**src/rtl/dff_pipeline_pkg.sv**
```systemverilog
// rtl/dff_pipeline_pkg.sv - shared defaults and width helpers for the dff pipeline
package dff_pipeline_pkg;

    localparam int DEFAULT_WIDTH = 8;
    localparam int DEFAULT_DEPTH = 4;

    function automatic int count_width(input int depth);
        return $clog2(depth + 1);
    endfunction

endpackage

```
**src/rtl/dff_pipe_stage.sv**
```systemverilog
// rtl/dff_pipe_stage.sv - one data+valid register stage of the dff pipeline
module dff_pipe_stage
    import dff_pipeline_pkg::*;
#(
    parameter int WIDTH = DEFAULT_WIDTH
) (
    input  logic             i_clk,
    input  logic             i_rst_n,
    input  logic             i_load,
    input  logic             i_drop,
    input  logic             i_clear,
    input  logic [WIDTH-1:0] i_d,
    output logic [WIDTH-1:0] o_q,
    output logic             o_valid
);

    // Data only changes on load or clear; a departing word just drops its valid bit.
    always_ff @(posedge i_clk or negedge i_rst_n) begin
        if (!i_rst_n) begin
            o_q     <= '0;
            o_valid <= 1'b0;
        end else if (i_clear) begin
            o_q     <= '0;
            o_valid <= 1'b0;
        end else if (i_load) begin
            o_q     <= i_d;
            o_valid <= 1'b1;
        end else if (i_drop) begin
            o_valid <= 1'b0;
        end
    end

endmodule

```
**src/rtl/dff_pipeline.sv**
```systemverilog
// rtl/dff_pipeline.sv - elastic register pipeline with bubble collapsing and flush
module dff_pipeline
    import dff_pipeline_pkg::*;
#(
    parameter int WIDTH = DEFAULT_WIDTH,
    parameter int DEPTH = DEFAULT_DEPTH
) (
    input  logic                            i_clk,
    input  logic                            i_rst_n,
    input  logic [WIDTH-1:0]                i_D,
    input  logic                            i_valid,
    output logic                            o_ready,
    output logic [WIDTH-1:0]                o_Q,
    output logic [WIDTH-1:0]                o_Qn,
    output logic                            o_valid,
    input  logic                            i_ready,
    input  logic                            i_flush,
    output logic [count_width(DEPTH)-1:0]   o_count
);

    localparam int CW = count_width(DEPTH);

    logic [WIDTH-1:0] stage_q [DEPTH];
    logic [DEPTH-1:0] valid;
    logic [DEPTH-1:0] move;
    logic [DEPTH-1:0] recv;

    // Walk from the output back so each stage sees whether its successor frees up.
    always_comb begin
        move = '0;
        recv = '0;
        move[DEPTH-1] = valid[DEPTH-1] && i_ready;
        for (int k = DEPTH - 2; k >= 0; k--) begin
            move[k] = valid[k] && (!valid[k+1] || move[k+1]);
        end
        o_ready = (!valid[0] || move[0]) && !i_flush;
        recv[0] = i_valid && o_ready;
        for (int k = 1; k < DEPTH; k++) begin
            recv[k] = move[k-1];
        end
    end

    for (genvar k = 0; k < DEPTH; k++) begin : g_stage
        logic [WIDTH-1:0] d_in;

        if (k == 0) begin : g_head
            assign d_in = i_D;
        end else begin : g_body
            assign d_in = stage_q[k-1];
        end

        dff_pipe_stage #(
            .WIDTH (WIDTH)
        ) u_stage (
            .i_clk   (i_clk),
            .i_rst_n (i_rst_n),
            .i_load  (recv[k]),
            .i_drop  (move[k]),
            .i_clear (i_flush),
            .i_d     (d_in),
            .o_q     (stage_q[k]),
            .o_valid (valid[k])
        );
    end

    assign o_Q     = stage_q[DEPTH-1];
    assign o_Qn    = ~stage_q[DEPTH-1];
    assign o_valid = valid[DEPTH-1];

    always_comb begin
        o_count = '0;
        for (int k = 0; k < DEPTH; k++) begin
            o_count = o_count + CW'(valid[k]);
        end
    end

endmodule

```
**config.mk**
```make
export PLATFORM = sky130hd
export DESIGN_NAME = dff_pipeline
export DESIGN_NICKNAME = d
export VERILOG_FILES = /design/src/rtl/dff_pipeline_pkg.sv /design/src/rtl/dff_pipe_stage.sv /design/src/rtl/dff_pipeline.sv
export SDC_FILE = /design/constraint.sdc
export NUM_CORES = 1
export LEC_CHECK = 0
export CELL_PAD_IN_SITES_DETAIL_PLACEMENT = 1
export CELL_PAD_IN_SITES_GLOBAL_PLACEMENT = 2
export CORE_ASPECT_RATIO = 1.1
export CORE_MARGIN = 5
export CORE_UTILIZATION = 35
export CTS_BUF_LIST = sky130_fd_sc_hd__clkbuf_8
export DETAILED_ROUTE_END_ITERATION = 8
export DONT_BUFFER_PORTS = 1
export PLACE_DENSITY_LB_ADDON = 0.3
export SETUP_SLACK_MARGIN = 0.05
export SLEW_MARGIN = 20
export SYNTH_ARGS = -nofsm -noshare
export SYNTH_HDL_FRONTEND = slang
export SYNTH_SLANG_ARGS = --single-unit
```
**constraint.sdc**
```tcl
create_clock -name i_clk -period 2.18 [get_ports i_clk]
set_input_delay 0.436 -clock i_clk [delete_from_list [all_inputs] [get_ports i_clk]]
set_output_delay 0.436 -clock i_clk [all_outputs]
set_load 0.03 [all_outputs]
```
**Word-level counts from Yosys, hierarchy flattened**

Cells that the tools add are included.

- Register bits after elaboration: 36
- Output and inout bits: 21
- Logic and storage cells: 55

- Add/sub/neg operators: 3
- Multiplexer cells: 20
- Bitwise operators: 1
- Reduce and logical (&&, ||, !) cells: 23

Operators with widths:

| cell | count |
|---|---|
| 8-bit two-way mux | 8 |
| 1-bit two-way mux | 12 |
| 3-bit nonzero test | 4 |
| 8-bit NOT | 1 |
| 2-bit nonzero test | 4 |
| 1-bit logical AND | 6 |
| 1-bit logical NOT | 5 |
| 1-bit logical OR | 4 |
| 2-bit by 1-bit adder with 3-bit output | 1 |
| 3-bit by 1-bit adder with 3-bit output | 1 |
| 1-bit by 1-bit adder with 2-bit output | 1 |

**Logic depth before layout (Yosys ltp)**

- Depth in word-level cells: 12
- Mapped depth: 6

**Hierarchy**

Synthesis repeated with hierarchy kept, for this count alone.

- Cells, all modules: 144
- Area, all modules: 1615.3 sq um

By module, submodules not included:

| module | instances | cells each | area each (sq um) |
|---|---|---|---|
| dff_pipe_stage | 4 | 30 | 366.6 |
| dff_pipeline | 1 | 24 | 148.9 |

**Least setup slack after synthesis**

No wires, ideal clock.

- Kind: register to output
- Start point: reg g_stage[0].u_stage.o_valid
- End point: out o_count[1]
- Arrival time: 1.831 ns
- Path slack: -0.087 ns
- Cell stages (with the launch flop): 7
- Path through: dfrtp_1 > buf_2 > inv_1 > fa_1 > inv_1 > ha_1 > ha_1

- Cells in the longest elaborated chain, start to end: 3

Ends and longest elaborated chain:

| element | line | source |
|---|---|---|
| from (decl) | dff_pipe_stage.sv:14 | `output logic o_valid` |
| from (signal assigned) | dff_pipe_stage.sv:21 | `o_valid <= 1'b0;` |
| from (signal assigned) | dff_pipe_stage.sv:24 | `o_valid <= 1'b0;` |
| from (signal assigned) | dff_pipe_stage.sv:27 | `o_valid <= 1'b1;` |
| 1-bit by 1-bit adder with 2-bit output | dff_pipeline.sv:73 | `o_count = o_count + CW'(valid[k]);` |
| 2-bit by 1-bit adder with 3-bit output | dff_pipeline.sv:73 |  |
| 3-bit by 1-bit adder with 3-bit output | dff_pipeline.sv:73 |  |
| to (decl) | dff_pipeline.sv:18 | `output logic [count_width(DEPTH)-1:0] o_count` |

No other way between the ends.

**Worst setup path after layout**

- Start point: reg g_stage[3].u_stage.o_valid
- End point: out o_count[1]

- Cells in the longest elaborated chain, start to end: 1

Ends and longest elaborated chain:

| element | line |
|---|---|
| from (decl) | dff_pipe_stage.sv:14 |
| from (signal assigned) | dff_pipe_stage.sv:21 |
| from (signal assigned) | dff_pipe_stage.sv:24 |
| from (signal assigned) | dff_pipe_stage.sv:27 |
| 3-bit by 1-bit adder with 3-bit output | dff_pipeline.sv:73 |

No other way between the ends.

==> impl_metrics.tcl <==
set metrics [dict create \
    status "complete, but fails checks" \
    violations "setup timing" \
    yosys.area.top_type_share_pct 46.7 \
    slew_viol_final 0 \
    syn_area_per_cell_um2 10.2 \
    required_ns 1.74 \
    ys_warn_count 0 \
    arrival_ns 1.77 \
    synthFlopType "dfrtp_1" \
    fmax_ghz 0.453 \
    worst_pin_slew_ns 0.700 \
    fin_area_um2 2070 \
    io_pins 34 \
    gp_congestion 0.774 \
    grt_max_degree 48 \
    clock_latency_ns 0.29 \
    cp-start-kind "flip-flop" \
    synth.most_common_cell "dfrtp_1" \
    cp_max_fo 2 \
    async_reset_ff_share_pct 100 \
    pwr_density_cell_nw_per_um2 618 \
    synth_commonest_cells "dfrtp_1 (36), nand2_1 (24), mux2i_1 (16), nand3_1 (16), inv_1 (13)" \
    first_global_vias 1541 \
    die_h_um 87.9 \
    synth_edf_count 0 \
    criticalPathCategory "reg -> out" \
    cp-startpoint "g_stage[3].u_stage.o_valid" \
    vdd_drop_max_mv 0.217 \
    rsz0062_at_grt "true" \
    drv_cap 0 \
    syn_inst 190 \
    synth_top_cell_by_area "dfrtp_1" \
    hold_viol 0 \
    yosys-top-cells-area "dfrtp_1 (47%), mux2i_1 (8.3%), o211ai_2 (5.2%)" \
    min_period_ns 2.21 \
    wl_mm 4.18 \
    antenna_found_initial 0 \
    numCtsBuffers 5 \
    coreArea_um2 5360 \
    drtIter0Drc 32 \
    drc 0 \
    multi_input_area_um2 851 \
    syn_area_um2 1930 \
    end_kind "primary output" \
    period_share_pct 101 \
    synth_fp_nets 206 \
    start_util_pct 36.0 \
    met2RoutedLength_mm 2.10 \
    vias 1381 \
    firstDrtPassIters 4 \
    ys_seq_area_share_pct 46.7 \
    p_leak_nw 0.924 \
    final-setup-viol-count 1 \
    synth_seq_cells 36 \
    relSlewSlack_pct 53.3 \
    place_inst 255 \
    hold_path.class "in -> reg" \
    layout-drive-gt1-share_pct 18.8 \
    num_rows 28 \
    area_growth_pct 7.52 \
    crit-reg2reg-launch "g_stage[3].u_stage.o_valid" \
    cts_root_buffer "clkbuf_8" \
    clock_skew_ns 0.0116 \
    overflow 0 \
    dpl_cell_area_um2 1940 \
    clockBufferDepth 2 \
    routed.top_layer "met4" \
    fin_ws_ns -0.0280 \
    cts.sink_count 36 \
    wl_per_cell_um 15.7 \
    die_x_um 80.8 \
    hpwl_mm 3.02 \
    antenna_cells 0 \
    cts_tree "built" \
    htreeDepth 2 \
    ant_nets 0 \
    met1Wirelength_mm 1.78 \
    wl_met3_um 246 \
    ys_types 30 \
    clkTransAtPathRegs_ns 0.07 \
    port_buffers 0 \
    vias_per_cell 5.17 \
    min-delay-start "i_flush" \
    stdcell_count 267 \
    grt_pass1_wl_mm 7.26 \
    seq_area_um2 902 \
    power.total_mw 1.28 \
    nFillCells 622 \
    dieArea_um2 7100 \
    layout.nets 207 \
    grt_usage_pct 13.1 \
    setup-tns-final_ns -0.0280 \
]
sequential cells by signal, summed over array words and instances, names as in the netlist:
signal,count
g_stage.u_stage.o_q,32
g_stage.u_stage.o_valid,4
logic make-up (layout without fill, tap and decap cells):
group                      count (synthesis)  after routing  share of synthesized area [%]
AOI/OAI and AO/OA                         38             38                           14.4
adders and majority gates                  3              3                           2.33
buffers and inverters                     31             33                           10.5
DFF                                       36             36                           46.7
muxes                                     16             16                           8.30
and+or+nand+nor                           66             66                           17.8
metal layers:
metal / vias to the layer above / global-route usage (%)
met2: 35 / 22.9
met3: 6 / 4.73
met4: 0 / 4.45
met1: 678 / 14.7
li1: 662 / -
met5: - / 0
power by group:
part	internal, mW	switching, mW	leakage [nW]
clock network	0.215	0.226	0.0505
logic	0.0542	0.0813	0.384
registers	0.690	0.0154	0.489
total	0.959	0.323	0.924
worst max-delay path: stages (launching register included):
cell	delay, ns
dfrtp_2	0.38
inv_2	0.04
fa_1	0.55
inv_2	0.05
ha_4	0.16
ha_4	0.32
final cells by class:
class,instances,share of cell area [%]
sequential,36,43.5
clock buffer,5,3.32
timing repair buffer,10,4.34
inverter,15,2.71
multi-input combinational,123,41.0
tap,75,4.52
clock inverter,3,0.603
metrics by stage:
stage | hold slack (ns) | setup WS (ns) | utilization (%)
after floorplan | 0.140 | 0.0573 | -
after global placement | 0.142 | 0.225 | 36.1
after detailed placement | 0.142 | 0.162 | 36.1
after CTS | 0.189 | -0.0396 | 38.7
after global routing | 0.175 | -0.0827 | 38.7
final | 0.200 | -0.0280 | 38.7
cell usage in the layout (no fill, tap or decap), drive strengths merged:
| master | synthesis | final |
|---|---|---|
| inv | 15 | 17 |
| and4b | 1 | 1 |
| nor3b | 7 | 7 |
| mux2i | 16 | 16 |
| o21ai | 9 | 9 |
| nor2b | 2 | 2 |
| nand2b | 2 | 2 |
| nand2 | 24 | 24 |
| nand3 | 16 | 16 |
| dfrtp | 36 | 36 |
| nand4 | 8 | 8 |
| ha | 2 | 2 |
| o211ai | 8 | 8 |
| a32oi | 1 | 1 |
| buf | 13 | 9 |
| a21oi | 13 | 13 |
| dlygate4sd3 | 0 | 1 |
| a31oi | 7 | 7 |
| clkinv | 0 | 1 |
| clkbuf | 2 | 5 |
| nor2 | 6 | 6 |
| fa | 1 | 1 |
worst paths after layout:
check	endpoint	slack, ns	cells after the start
worst max-delay path	o_count[1]	-0.03	5
worst min-delay path	g_stage[1].u_stage.o_valid	0.20	1
worst max register to register	g_stage[1].u_stage.o_q[1]	0.43	6
worst min register to register	g_stage[2].u_stage.o_q[0]	0.54	2
max in group asynchronous	g_stage[3].u_stage.o_valid	1.38	2
min in group asynchronous	g_stage[1].u_stage.o_q[5]	0.61	2
what timing repair did:
item                                   4_1_cts  5_1_grt
pin swaps                                    2        2
setup buffers                                2        0
hold buffers                                 2        0
endpoints found under the hold margin       36        0
gates resized for setup                      4        1
setup endpoints to repair                    3        2
(Power assumes the default switching activity.)
